## config.mk

```make
export PLATFORM = sky130hd
export DESIGN_NAME = alu_core
export DESIGN_NICKNAME = d
export VERILOG_FILES = /design/src/rtl/alu_pkg.sv /design/src/rtl/alu_shifter.sv /design/src/rtl/alu_core.sv
export SDC_FILE = /design/constraint.sdc
export NUM_CORES = 1
export LEC_CHECK = 0
export CORE_UTILIZATION = 35
export CTS_CLUSTER_DIAMETER = 150
export DETAILED_ROUTE_END_ITERATION = 7
export GPL_ROUTABILITY_DRIVEN = 1
export PLACE_DENSITY = 0.61
export SYNTH_ARGS = -nofsm -noshare
export SYNTH_HDL_FRONTEND = slang
export SYNTH_SLANG_ARGS = --single-unit
```

## constraint.sdc

```tcl
create_clock -name clk -period 3.5 [get_ports clk]
set_input_delay 0.875 -clock clk [delete_from_list [all_inputs] [get_ports clk]]
set_output_delay 0.875 -clock clk [all_outputs]
set_load 0.005 [all_outputs]
```

## src/rtl/alu_pkg.sv

```systemverilog
// Shared ALU definitions: op codes, FSM state encodings and default datapath width.
// The control unit imports this package too, so its op code values must stay stable.
package alu_pkg;

  localparam int ALU_WIDTH = 32;
  localparam int SHAMT_W   = 5;

  typedef enum logic [4:0] {
    OP_ADD  = 5'b00000,
    OP_SUB  = 5'b00011,
    OP_SLT  = 5'b00100,
    OP_SLTU = 5'b00101,
    OP_AND  = 5'b01010,
    OP_OR   = 5'b01100,
    OP_XOR  = 5'b01101,
    OP_SLL  = 5'b01110,
    OP_SRL  = 5'b01111,
    OP_SRA  = 5'b10000
  } alu_op_e;

  typedef enum logic [1:0] {
    ST_IDLE  = 2'd0,
    ST_SHIFT = 2'd1,
    ST_DONE  = 2'd2,
    ST_HOLD  = 2'd3
  } alu_state_e;

  function automatic logic is_shift(input logic [4:0] op);
    return (op == OP_SLL) || (op == OP_SRL) || (op == OP_SRA);
  endfunction

endpackage

```

## src/rtl/alu_shifter.sv

```systemverilog
// Iterative shifter for alu_core: moves the working register one bit per step.
// Direction and fill mode are latched on load, so later input changes cannot disturb a shift.
module alu_shifter
  import alu_pkg::*;
#(
  parameter int WIDTH = ALU_WIDTH
) (
  input  logic               clk,
  input  logic               rst_ni,
  input  logic               load_i,
  input  logic [WIDTH-1:0]   value_i,
  input  logic [SHAMT_W-1:0] shamt_i,
  input  logic               left_i,
  input  logic               arith_i,
  input  logic               step_i,
  output logic [WIDTH-1:0]   data_o,
  output logic               last_o
);

  logic [WIDTH-1:0]   data_q, data_d;
  logic [SHAMT_W-1:0] count_q, count_d;
  logic               left_q, arith_q;

  always_comb begin
    data_d  = data_q;
    count_d = count_q;
    if (step_i && (count_q != '0)) begin
      if (left_q) begin
        data_d = {data_q[WIDTH-2:0], 1'b0};
      end else begin
        data_d = {arith_q & data_q[WIDTH-1], data_q[WIDTH-1:1]};
      end
      count_d = count_q - 1'b1;
    end
  end

  always_ff @(posedge clk or negedge rst_ni) begin
    if (!rst_ni) begin
      data_q  <= '0;
      count_q <= '0;
      left_q  <= 1'b0;
      arith_q <= 1'b0;
    end else if (load_i) begin
      data_q  <= value_i;
      count_q <= shamt_i;
      left_q  <= left_i;
      arith_q <= arith_i;
    end else begin
      data_q  <= data_d;
      count_q <= count_d;
    end
  end

  // The step that consumes the final count is the one that hands control back to DONE.
  assign last_o = (count_q <= 5'd1);
  assign data_o = data_q;

endmodule

```

## src/rtl/alu_core.sv

```systemverilog
// Multi-cycle ALU: single-cycle arithmetic/logic ops, iterative shifts via alu_shifter,
// and a request/complete handshake that yields exactly one alu_valid pulse per request.
module alu_core
  import alu_pkg::*;
#(
  parameter int WIDTH = ALU_WIDTH
) (
  input  logic             clk,
  input  logic             rst,
  input  logic             alu_en,
  input  logic [4:0]       alu_op,
  input  logic [WIDTH-1:0] op_a,
  input  logic [WIDTH-1:0] op_b,
  output logic [WIDTH-1:0] alu_result,
  output logic             alu_valid,
  output logic             zero,
  output logic             illegal_op
);

  alu_state_e       state_q;
  logic [4:0]       op_q;
  logic [WIDTH-1:0] a_q, b_q;
  logic [WIDTH-1:0] result_q, result_d;
  logic             valid_q, zero_q, illegal_q, illegal_d, zero_d;

  logic               accept, acceptShift, shiftLast;
  logic [SHAMT_W-1:0] loadShamt;
  logic [WIDTH-1:0]   shiftData;

  assign accept      = (state_q == ST_IDLE) && alu_en;
  assign acceptShift = is_shift(alu_op) && (op_b[SHAMT_W-1:0] != '0);
  assign loadShamt   = acceptShift ? op_b[SHAMT_W-1:0] : '0;

  alu_shifter #(.WIDTH(WIDTH)) u_shifter (
    .clk     (clk),
    .rst_ni  (rst),
    .load_i  (accept),
    .value_i (op_a),
    .shamt_i (loadShamt),
    .left_i  (alu_op == OP_SLL),
    .arith_i (alu_op == OP_SRA),
    .step_i  (state_q == ST_SHIFT),
    .data_o  (shiftData),
    .last_o  (shiftLast)
  );

  // Result is formed from the captured operands, never the live inputs.
  always_comb begin
    result_d  = '0;
    illegal_d = 1'b0;
    case (op_q)
      OP_ADD:  result_d = a_q + b_q;
      OP_SUB:  result_d = a_q - b_q;
      OP_SLT:  result_d = {{(WIDTH-1){1'b0}}, ($signed(a_q) < $signed(b_q))};
      OP_SLTU: result_d = {{(WIDTH-1){1'b0}}, (a_q < b_q)};
      OP_AND:  result_d = a_q & b_q;
      OP_OR:   result_d = a_q | b_q;
      OP_XOR:  result_d = a_q ^ b_q;
      OP_SLL, OP_SRL, OP_SRA: result_d = shiftData;
      default: illegal_d = 1'b1;
    endcase
    zero_d = (result_d == '0);
  end

  always_ff @(posedge clk or negedge rst) begin
    if (!rst) begin
      state_q   <= ST_IDLE;
      op_q      <= '0;
      a_q       <= '0;
      b_q       <= '0;
      result_q  <= '0;
      valid_q   <= 1'b0;
      zero_q    <= 1'b0;
      illegal_q <= 1'b0;
    end else begin
      valid_q   <= 1'b0;
      zero_q    <= 1'b0;
      illegal_q <= 1'b0;
      case (state_q)
        ST_IDLE: begin
          if (alu_en) begin
            op_q    <= alu_op;
            a_q     <= op_a;
            b_q     <= op_b;
            state_q <= acceptShift ? ST_SHIFT : ST_DONE;
          end
        end
        ST_SHIFT: begin
          if (shiftLast) state_q <= ST_DONE;
        end
        ST_DONE: begin
          result_q  <= result_d;
          valid_q   <= 1'b1;
          zero_q    <= zero_d;
          illegal_q <= illegal_d;
          state_q   <= ST_HOLD;
        end
        ST_HOLD: begin
          // A still-asserted request belongs to the completed operation; wait it out.
          if (!alu_en) state_q <= ST_IDLE;
        end
        default: state_q <= ST_IDLE;
      endcase
    end
  end

  assign alu_result = result_q;
  assign alu_valid  = valid_q;
  assign zero       = zero_q;
  assign illegal_op = illegal_q;

endmodule

```

==> results of run 1 <==
## cell families after synthesis
family,Yosys count,synth area share [%]
flip-flops,145,30.8
XOR/XNOR,4,0.298
multiplexers,50,4.32
AO/OA/AOI/OAI,510,28.2
adder cells (fa/ha/maj),106,11.4
buffers and inverters,195,6.49
AND/OR/NAND/NOR,470,18.5
## sequential cells by signal, summed over array words and instances, names as in the netlist
signal and count:
alu_valid 1, illegal_op 1, u_shifter.count_q 5, b_q 32
alu_result 32, state_q 2, u_shifter.data_o 32, u_shifter.arith_q 1
a_q 32, zero 1, u_shifter.left_q 1, op_q 5
## final cells by class
cell class	count	area, sq um	area share (%)
clock inverter	15	148	0.893
tap	442	553	3.34
sequential	145	3630	21.9
multi-input combinational	1140	8010	48.4
clock buffer	17	425	2.57
inverter	102	383	2.32
timing repair buffer	408	3390	20.5
## timing repair
item / 4_1_cts / 5_1_grt
pin swaps: 28 / 48
hold endpoints to repair: 0 / 0
cloned: 0 / 0
resized for setup: 65 / 60
buffers inserted: 11 / 12
endpoints found under the setup margin: 7 / 4
## routing by layer
metal	share of wire (%)	up-vias
li1	-	6026
met3	7.0	47
met4	1.7	0
met2	42	453
met1	49	6155
met5	0	-
## worst max-delay path: cells and delay by family, from the launching register on
kind | cells | cell delay [ps]
AO/OA/AOI/OAI | 6 | 1150
multiplexers | 1 | 250
AND/OR/NAND/NOR | 3 | 470
adder cells (fa/ha/maj) | 2 | 550
buffers and inverters | 5 | 680
flip-flops | 1 | 390
## how the worst min path moves through the flow
stage | startpoint | to | slack [ps] | depth (start not counted)
2_1_floorplan | alu_result[1] | alu_result[1] | 470 | 1
3_3_place_gp | alu_result[1] | alu_result[1] | 460 | 1
3_5_place_dp | alu_result[1] | alu_result[1] | 470 | 1
4_1_cts | rst | a_q[2] | 350 | 1
5_1_grt | rst | u_shifter.data_o[6] | 380 | 1
6_report | rst | a_q[2] | 350 | 1
## through the flow
step	hold WS [ps]	instance area, sq um	TNS [ps]
finish	354	16500	-58.4
global route	379	16500	-306
CTS	353	16200	-22.7
detailed placement	471	15200	-1090
global placement	462	15200	-697
floorplan	474	11800	0
## cells in the final DEF, fill, tap and decap left out, types with 11 or more instances in the layout
cell type / n
buf_4: 293
nor2_1: 148
o21ai_0: 147
dfrtp_1: 144
nand2_1: 143
a21oi_1: 117
clkdlybuf4s50_1: 105
inv_1: 93
ha_1: 92
mux2i_1: 42
nor3_1: 26
nand3_1: 25
a21o_1: 18
nand4_1: 18
clkbuf_16: 17
o31ai_1: 16
a221oi_1: 15
a31oi_1: 15
nand2b_1: 12
nor2b_1: 12
a211oi_1: 12
nor4_1: 11
and3_1: 11
o211ai_1: 11
a21oi_2: 11
a221o_1: 11
==> results.cfg, run 1 <==
[synth]
synth_area_sq_mm = 0.0118
ys_ff_latch = 145
synth_common_cells = 152 x nor2_1, 152 x o21ai_0, 145 x dfrtp_1, 145 x nand2_1, 130 x a21oi_1
avgSynthCellArea_sq_um = 7.96
synth_ff_type = dfrtp_1
yosysSeqAreaShare_pct = 30.8
synth_top_cell_by_area = dfrtp_1
synth.area.top_cells = dfrtp_1 31%, ha_1 11%, o21ai_0 6.5%
synth_top_cell_area_share_pct = 30.8
synthCells = 1480
synth-edff-count = 0
syn-num-nets = 1658
yosysUniqueCellTypes = 87
async_flop_share_pct = 100
ys.warnings.count = 0

[sta]
relSlewSlack_pct = 23.7
timing.fmax_mhz = 281
period_share_pct = 102
drv_slew = 0
rsz0062_at_grt = true
fin_ws_ps = -58.4
final_hold_viol_count = 0
worstMarginPinSlew_ps = 1140
min_period_ps = 3560
skew_ps = 14.1
setup_viol = 1

[placement]
place.gp.congestion = 0.974
hpwl_mm = 35.6
dp_slack_ps = -524
dp.cells = 2214
io_buffers = 106

[status]
status = complete, but fails checks
violations = negative setup slack

[route]
wl_per_cell_um = 20.3
antenna_left = 0
drt-initial-drc-count = 1211
drc = 0
dr_total_vias = 12700
dr.pass1.iters = 6
via_per_inst = 5.59
wl_mm = 46.1

[final_layout]
areaGrowthSynthToFinish_pct = 40.4
fin_cells = 2269
drive_gt1_share_pct = 25.0
antennaDiodeCount = 0
fillCellCount = 3159
fin_util_pct = 50.4
layout.nets = 1992

[worst_setup_path]
crit_arrival_ps = 3950
critPathMaxStageDelay_ps = 400
rrSetupSlack_ps = -60
r2r_cells = 17
path_class = reg2reg
path_cells = ha_2 -> inv_2 -> fa_2 -> nand2b_4 -> a21oi_4 -> a211oi_4 -> buf_6 -> buf_6 -> o211ai_1 -> buf_4 -> a21oi_4 -> o41ai_4 -> mux2i_1 -> buf_4 -> o2111ai_4 -> nor3_2 -> and4_1
critPathRequiredTime_ps = 3900
cp_slowest_cell = o41ai_4
end_kind = flop
critPathLaunch = b_q[0]
reg2reg_to = zero
rr_startpoint = b_q[0]
crit_path_end = zero
path_max_fanout = 4
crit_path_start_kind = flop

[die]
coreArea_sq_mm = 0.0328
ios = 107
dieWidth_um = 185
dieArea_sq_mm = 0.0344
num_rows = 66
start_util_pct = 35.9
die_h_um = 185

[global_routing]
grt_first_pass_wirelength_mm = 70.9
grt_use_met2_pct = 40.4
use_met3_pct = 4.88
grtUsageTotal_pct = 27.4
top_usage_layer = met2
met1_usage_pct = 40.3
grt_max_degree = 78
overflow = 0
grt_antenna_before_repair = 1
grt_pass1_vias = 12300

[clocking]
cts_hold_buf = 0
cts_sinks = 145
clkLatencyLatePin_ps = 460
ctsLongestPathBuffers = 2
path_clk_slew_ps = 70
cts-root-buf = clkbuf_16
cts_tree = done
h-tree-depth = 4
cts_buffers = 17

[worst_hold_path]
hp-class = in2async

[job]
drv_cap = 0
Power of run 1 is left out: the tool's default activity adds up to more than one toggle a clock period on the data nets, which glitch-free logic cannot reach.
==> run 2, diff against run 1 <==
Settings changed: CORE_UTILIZATION 35 to 46, PLACE_DENSITY 0.61 to 0.74.
==> results.cfg, run 2 (synthesized netlist as in run 1, its figures left out) <==
[status]
status = complete, but fails checks
violations = negative setup slack

[final_layout]
antennaDiodeCount = 0
drive_gt1_share_pct = 22.0
final_cell_mix = 265 x buf_4, 150 x nor2_1, 150 x o21ai_0
fin_area_sq_mm = 0.0159
areaGrowthSynthToFinish_pct = 35.2
layout.nets = 1958
layout_commonest_cell = buf_4

[clocking]
path_clk_slew_ps = 70
cts-root-buf = clkbuf_16
clkLatencyLatePin_ps = 440
cts_sinks = 145
ctsLongestPathBuffers = 2
h-tree-depth = 4
cts_hold_buf = 0
cts_buffers = 17
cts_tree = done

[worst_setup_path]
critPathRequiredTime_ps = 3880
crit_path_start_kind = flop
end_kind = flop
crit_arrival_ps = 3950
path_class = reg2reg
path_max_fanout = 3

[global_routing]
grt_use_met2_pct = 50.2
grt_antenna_before_repair = 0
grt_max_degree = 66
grt_pass1_vias = 12300
grt_first_pass_wirelength_mm = 68.7
grtUsageTotal_pct = 34.0
overflow = 0
top_usage_layer = met2
met1_usage_pct = 49.7
use_met3_pct = 7.35

[die]
coreArea_sq_mm = 0.0252
num_rows = 58
ios = 107
dieWidth_um = 162
dieArea_sq_mm = 0.0262
die_h_um = 162
start_util_pct = 46.8

[sta]
holdWs_ps = 380
min_period_ps = 3570
setup_viol = 2
final_hold_viol_count = 0
relSlewSlack_pct = 18.2
worstMarginPinSlew_ps = 1220
period_share_pct = 102
skew_ps = 11.7
fin_ws_ps = -65.2
drv_slew = 0
rsz0062_at_grt = true
timing.fmax_mhz = 280

[worst_hold_path]
hp-class = in2async

[route]
dr_total_vias = 12900
wl_mm = 44.2
dr.pass1.iters = 8
antenna_left = 0
drc = 0
drt-initial-drc-count = 1564
via_per_inst = 6.07
wl_per_cell_um = 20.8

[placement]
hpwl_mm = 33.7
io_buffers = 106
place_area_sq_mm = 0.0148
place.gp.congestion = 0.984

[job]
drv_cap = 0
## run 2: cell count changes in the layout (fill, tap and decap cells not counted), sizes merged
cell      change
clkinvlp      -1
buf          -34
inv           +1
## run 2: cell type report
type	instances	area (sq um)
flip-flops and latches	145	3630
well taps	330	413
clock buffers	17	425
clock inverters	15	165
fillers	2182	9260
inverters	102	383
multi-input cells	1140	7800
repair buffers	374	3110
## run 2: layer usage
| metal | wire length (um) | share of wire, % | vias to the layer above |
|---|---|---|---|
| li1 | - | - | 5967 |
| met1 | 20100 | 45 | 6186 |
| met2 | 18600 | 42 | 663 |
| met3 | 4490 | 10 | 80 |
| met4 | 1030 | 2.3 | 0 |
| met5 | 0 | 0 | - |
## run 2: worst max-delay path: stages (launching register included)
cell and delay, ps:
dfrtp_1 410, ha_1 190, inv_1 50, fa_1 390, nand2b_4 180, a32oi_2 230, o2111ai_2 170, or4b_4 570
nor4_2 160, buf_4 170, nand4_1 140, nor4_4 300, nand4_1 170, nor3_2 200, and4_1 180
## run 2: worst paths after layout
kind / startpoint / endpoint / slack [ps] / cells past startpoint
worst min-delay path: rst / alu_result[27] / 380 / 1
worst max-delay path: b_q[0] / zero / -70 / 14
worst min register to register: alu_result[1] / alu_result[1] / 480 / 1
min in group clk: alu_result[1] / alu_result[1] / 480 / 1
max in group asynchronous: rst / u_shifter.left_q / 2180 / 2
worst max register to register: b_q[0] / zero / -70 / 14
## run 2: metrics by stage
step           setup WS [ps]  util, %  setup TNS (ps)  instances
2_1_floorplan            349        -               0       1480
3_5_place_dp            -363     58.8            -597       2074
4_1_cts                 3.00     62.0               0       2113
5_1_grt                 -207     63.2            -348       2123
3_3_place_gp            -303     58.8            -448       2074
6_report               -65.2     63.2           -67.9       2123
## run 2: timing repair
| item | 4_1_cts | 5_1_grt |
|---|---|---|
| buffers inserted | 7 | 10 |
| endpoints found under the setup margin | 5 | 5 |
| pin swaps | 14 | 18 |
| resized for setup | 34 | 41 |
| endpoints found under the hold margin | 0 | 0 |
| gates cloned | 0 | 0 |
Power of run 2 is left out for the same reason.
